==> src/rtl/deco416_pkg.sv <==
// Shared types and helpers for the deco_416 registered one-hot decoder.
// Optional one-hot checker is enabled with the DECO416_ONEHOT_CHECK_EN macro.
package deco416_pkg;

  localparam int IN_W  = 4;
  localparam int OUT_W = 16;  // always 2**IN_W

  typedef logic [IN_W-1:0]  sel_t;
  typedef logic [OUT_W-1:0] onehot_t;
  typedef logic [IN_W:0]    count_t;  // wide enough to hold OUT_W

  // Binary index to one-hot line; every index value maps to a real line.
  function automatic onehot_t decode(input sel_t sel);
    return onehot_t'(1) << sel;
  endfunction

  // Number of set bits in a decode vector.
  function automatic count_t popcount(input onehot_t v);
    count_t n;
    n = '0;
    for (int i = 0; i < OUT_W; i++) begin
      n = n + count_t'(v[i]);
    end
    return n;
  endfunction

endpackage

==> src/rtl/deco_416_onehot_check.sv <==
// Combinational invariant check for the deco_416 output pair:
// a valid decode must have exactly one bit set, an invalid one must be zero.
// Only instantiated when DECO416_ONEHOT_CHECK_EN is defined.
module onehot_check
  import deco416_pkg::*;
(
  input  logic    valid_i,
  input  onehot_t onehot_i,
  output logic    err_next_o
);

  // Flag any output state that breaks the one-hot/zero invariant.
  always_comb begin
    if (valid_i) begin
      err_next_o = (popcount(onehot_i) != count_t'(1));
    end else begin
      err_next_o = (onehot_i != '0);
    end
  end

endmodule

==> src/rtl/deco_416.sv <==
// deco_416: registered 4-to-16 one-hot decoder with enable.
// o/valid come straight from flops, so there is no combinational path from
// x/en to the outputs and the one-hot strobe is glitch-free.
// Define DECO416_ONEHOT_CHECK_EN to add a sticky err output driven by an
// invariant checker on the registered outputs.
module deco_416
  import deco416_pkg::*;
(
  input  logic             clk,
  input  logic             rst,
  input  logic             en,
  input  logic [IN_W-1:0]  x,
  output logic [OUT_W-1:0] o,
  output logic             valid
`ifdef DECO416_ONEHOT_CHECK_EN
  ,
  output logic             err
`endif
);

  onehot_t o_q, o_d;
  logic    valid_q, valid_d;

  // Next decode: one line for an enabled sample, all lines cleared otherwise.
  always_comb begin
    // NOTE: defaults first so every path assigns every output; no latch.
    o_d     = '0;
    valid_d = 1'b0;
    if (en) begin
      o_d     = decode(sel_t'(x));
      valid_d = 1'b1;
    end
  end

  // Output registers; reset clears them without waiting for a clock edge.
  always_ff @(posedge clk or posedge rst) begin
    // NOTE: non-blocking so all flops update together from pre-edge values.
    if (rst) begin
      o_q     <= '0;
      valid_q <= 1'b0;
    end else begin
      o_q     <= o_d;
      valid_q <= valid_d;
    end
  end

  assign o     = o_q;
  assign valid = valid_q;

`ifdef DECO416_ONEHOT_CHECK_EN
  logic err_next;
  logic err_q;

  // The checker watches the actual output pins, one cycle behind.
  onehot_check u_onehot_check (
    .valid_i    (valid),
    .onehot_i   (o),
    .err_next_o (err_next)
  );

  // Sticky error flag; only reset clears it.
  always_ff @(posedge clk or posedge rst) begin
    if (rst) begin
      err_q <= 1'b0;
    end else begin
      err_q <= err_q | err_next;
    end
  end

  assign err = err_q;
`endif

endmodule

==> config.mk <==
export PLATFORM = sky130hd
export DESIGN_NAME = deco_416
export DESIGN_NICKNAME = d
export VERILOG_FILES = /design/src/rtl/deco416_pkg.sv /design/src/rtl/deco_416_onehot_check.sv /design/src/rtl/deco_416.sv
export SDC_FILE = /design/constraint.sdc
export NUM_CORES = 1
export LEC_CHECK = 0
export ABC_AREA = 1
export CAP_MARGIN = 5
export CORE_MARGIN = 2
export CORE_UTILIZATION = 39
export DETAILED_ROUTE_END_ITERATION = 6
export GPL_TIMING_DRIVEN = 0
export HOLD_SLACK_MARGIN = 0.08
export MAX_ROUTING_LAYER = met4
export PLACE_DENSITY = 0.83
export SLEW_MARGIN = 15
export SYNTH_ARGS = -nofsm -noshare
export SYNTH_HDL_FRONTEND = slang
export SYNTH_HIERARCHICAL = 1
export SYNTH_SLANG_ARGS = --single-unit
==> constraint.sdc <==
create_clock -name clk -period 0.8 [get_ports clk]
set_input_delay 0.08 -clock clk [delete_from_list [all_inputs] [get_ports clk]]
set_output_delay 0.08 -clock clk [all_outputs]
set_load 0.05 [all_outputs]
==> results_dict.tcl <==
set metrics [dict create \
    p_total_mw 1.50 \
    first_iter_violations 2 \
    power_leakage_nw 0.457 \
    rows 13 \
    drc 0 \
    pin_count 24 \
    violations "setup timing" \
    grtUsageTotal_pct 13.4 \
    timing.final.crit_share_pct 113 \
    period_minus_slack_ps 902 \
    drive_above_1_share_pct 28.9 \
    setup_viol 17 \
    rsz0062_at_grt "true" \
    grt_use_met3_pct 2.61 \
    nets 84 \
    clock-root-buffer "clkbuf_4" \
    synth_xor_area_share_pct 0 \
    dpl.hpwl_um 767 \
    synth-simple-area-share_pct 20.0 \
    critPathMaxStageDelay_ps 390 \
    start_util_pct 42.2 \
    dieArea_um2 1740 \
    synth_top_family_by_area "simple AND/OR/NAND/NOR gates" \
    cts_buffers 3 \
    layout_common_cells "dfrtp_1 (17), buf_6 (17), nor2_1 (16)" \
    crit_path_max_fanout 1 \
    synthMuxAreaShare_pct 0 \
    met1_usage_pct 15.8 \
    cap_violations 0 \
    coreArea_um2 1320 \
    diodes 0 \
    syn_area_per_cell_um2 11.3 \
    crit_path_start_kind "flop" \
    cts_hold_buf 0 \
    place_congestion 0.739 \
    grt_pass1_wl_um 1660 \
    ys_seq_area_share_pct 76.6 \
    top_usage_layer "met2" \
    grt_pass1_vias 376 \
    path_class "reg2out" \
    dieHeight_um 41.7 \
    hp-class "in2async" \
    ys_types 6 \
    cts_num_sinks 17 \
    layout_setup_ws_ps -102 \
    arrival_ps 820 \
    vias 413 \
    crit_path_end_kind "output port" \
    cts_max_path_buffers 2 \
    wl_per_cell_um 11.2 \
    synth_area_um2 556 \
    die_x_um 41.7 \
    max-slew-margin-rel_pct 59.5 \
    via_per_inst 4.54 \
    synth-adder-area-share_pct 0 \
    vdd_ir_drop_max_mv 1.06 \
    grt_use_met2_pct 21.3 \
    critPathTopFamily "flip-flops" \
    overflow 0 \
    final_core_util_pct 65.1 \
    worstPathRequired_ps 720 \
    status "complete, but fails checks" \
    grt_max_degree 18 \
    synth_seq_cells 17 \
    crit_slowest_cell "dfrtp_1" \
    powerDensity_nw_per_um2 1750 \
    synth-compound-area-share_pct 0 \
    crit_chain "buf_6" \
    wirelength_um 1020 \
    fmax_mhz 1110 \
    htree_levels 1 \
    ant_nets 0 \
    area_delta_synth_final_pct 54.3 \
    synth_cells 49 \
    synthesis.nets 56 \
    crit_buf_inv 1 \
    yosys_warnings 6 \
    drv_slew 0 \
    fillers 94 \
    antenna_found_initial 0 \
    io_buffers 23 \
    dr.pass1.iters 3 \
    cts_tree "done" \
    tightest_slew_ps 606 \
    clkTransAtPathRegs_ps 90 \
    timing_hold_violations_final 0 \
]
-- cells by family (layout without fill, tap and decap cells) --
kind of cell           Yosys count  after routing
flip-flops                      17             17
AND/OR/NAND/NOR                 27             27
buffers and inverters            5             32
-- Yosys cell counts --
cell type / number / area [um^2]
nor2_2: 1 / 6.26
nor2_1: 16 / 60.1
nand2_1: 4 / 15.0
dfrtp_1: 17 / 425
nand3_1: 6 / 30.0
inv_1: 5 / 18.8
-- area by class of cell --
cell class | count | area (um^2) | area share [%]
repair buffers | 23 | 256 | 29.9
clock buffers | 4 | 26.3 | 3.07
multi-input cells | 27 | 111 | 13.0
flip-flops and latches | 17 | 425 | 49.6
inverters | 5 | 18.8 | 2.19
well taps | 15 | 18.8 | 2.19
-- where the power goes --
| part | internal [mW] | total [mW] | switching (mW) |
|---|---|---|---|
| Clock | 0.193 | 0.428 | 0.235 |
| Combinational | 0.0658 | 0.189 | 0.123 |
| Sequential | 0.874 | 0.881 | 0.00684 |
| Total | 1.13 | 1.50 | 0.366 |
-- registers in the layout (all words and copies together) (netlist names) --
| register | cells |
|---|---|
| o | 16 |
| valid | 1 |
-- how the worst max path moves through the flow --
| stage | startpoint | endpoint | slack (ps) | cells after the start |
|---|---|---|---|---|
| detailed placement | o[3]$_DFF_PP0_ | o[3] | -400 | 1 |
| floorplan | o[0]$_DFF_PP0_ | o[0] | 130 | 0 |
| finish | o[9]$_DFF_PP0_ | o[9] | -100 | 1 |
| global route | o[3]$_DFF_PP0_ | o[3] | -140 | 1 |
| CTS | o[3]$_DFF_PP0_ | o[3] | -110 | 1 |
| global placement | o[9]$_DFF_PP0_ | o[9] | -390 | 1 |
-- through the flow --
step	area (um^2)	cells	TNS, ps	hold WS, ps	worst slack [ps]
finish	857	91	-1500	170	-102
global route	857	91	-2050	180	-135
CTS	852	91	-1660	186	-113
detailed placement	805	87	-11720	484	-398
global placement	805	87	-10730	469	-386
floorplan	556	49	0	6.07	134
-- what timing repair did --
action	4_1_cts	5_1_grt
endpoints found under the setup margin	17	24
gates resized for setup	119	3
setup buffers	0	0
-- routing by layer --
layer / vias to the layer above / share of wire (%)
li1: 204 / -
met1: 194 / 41
met2: 15 / 55
met3: 0 / 3.8
met4: 0 / 0
met5: - / 0
Note: power is estimated with default switching activity, not from simulation.
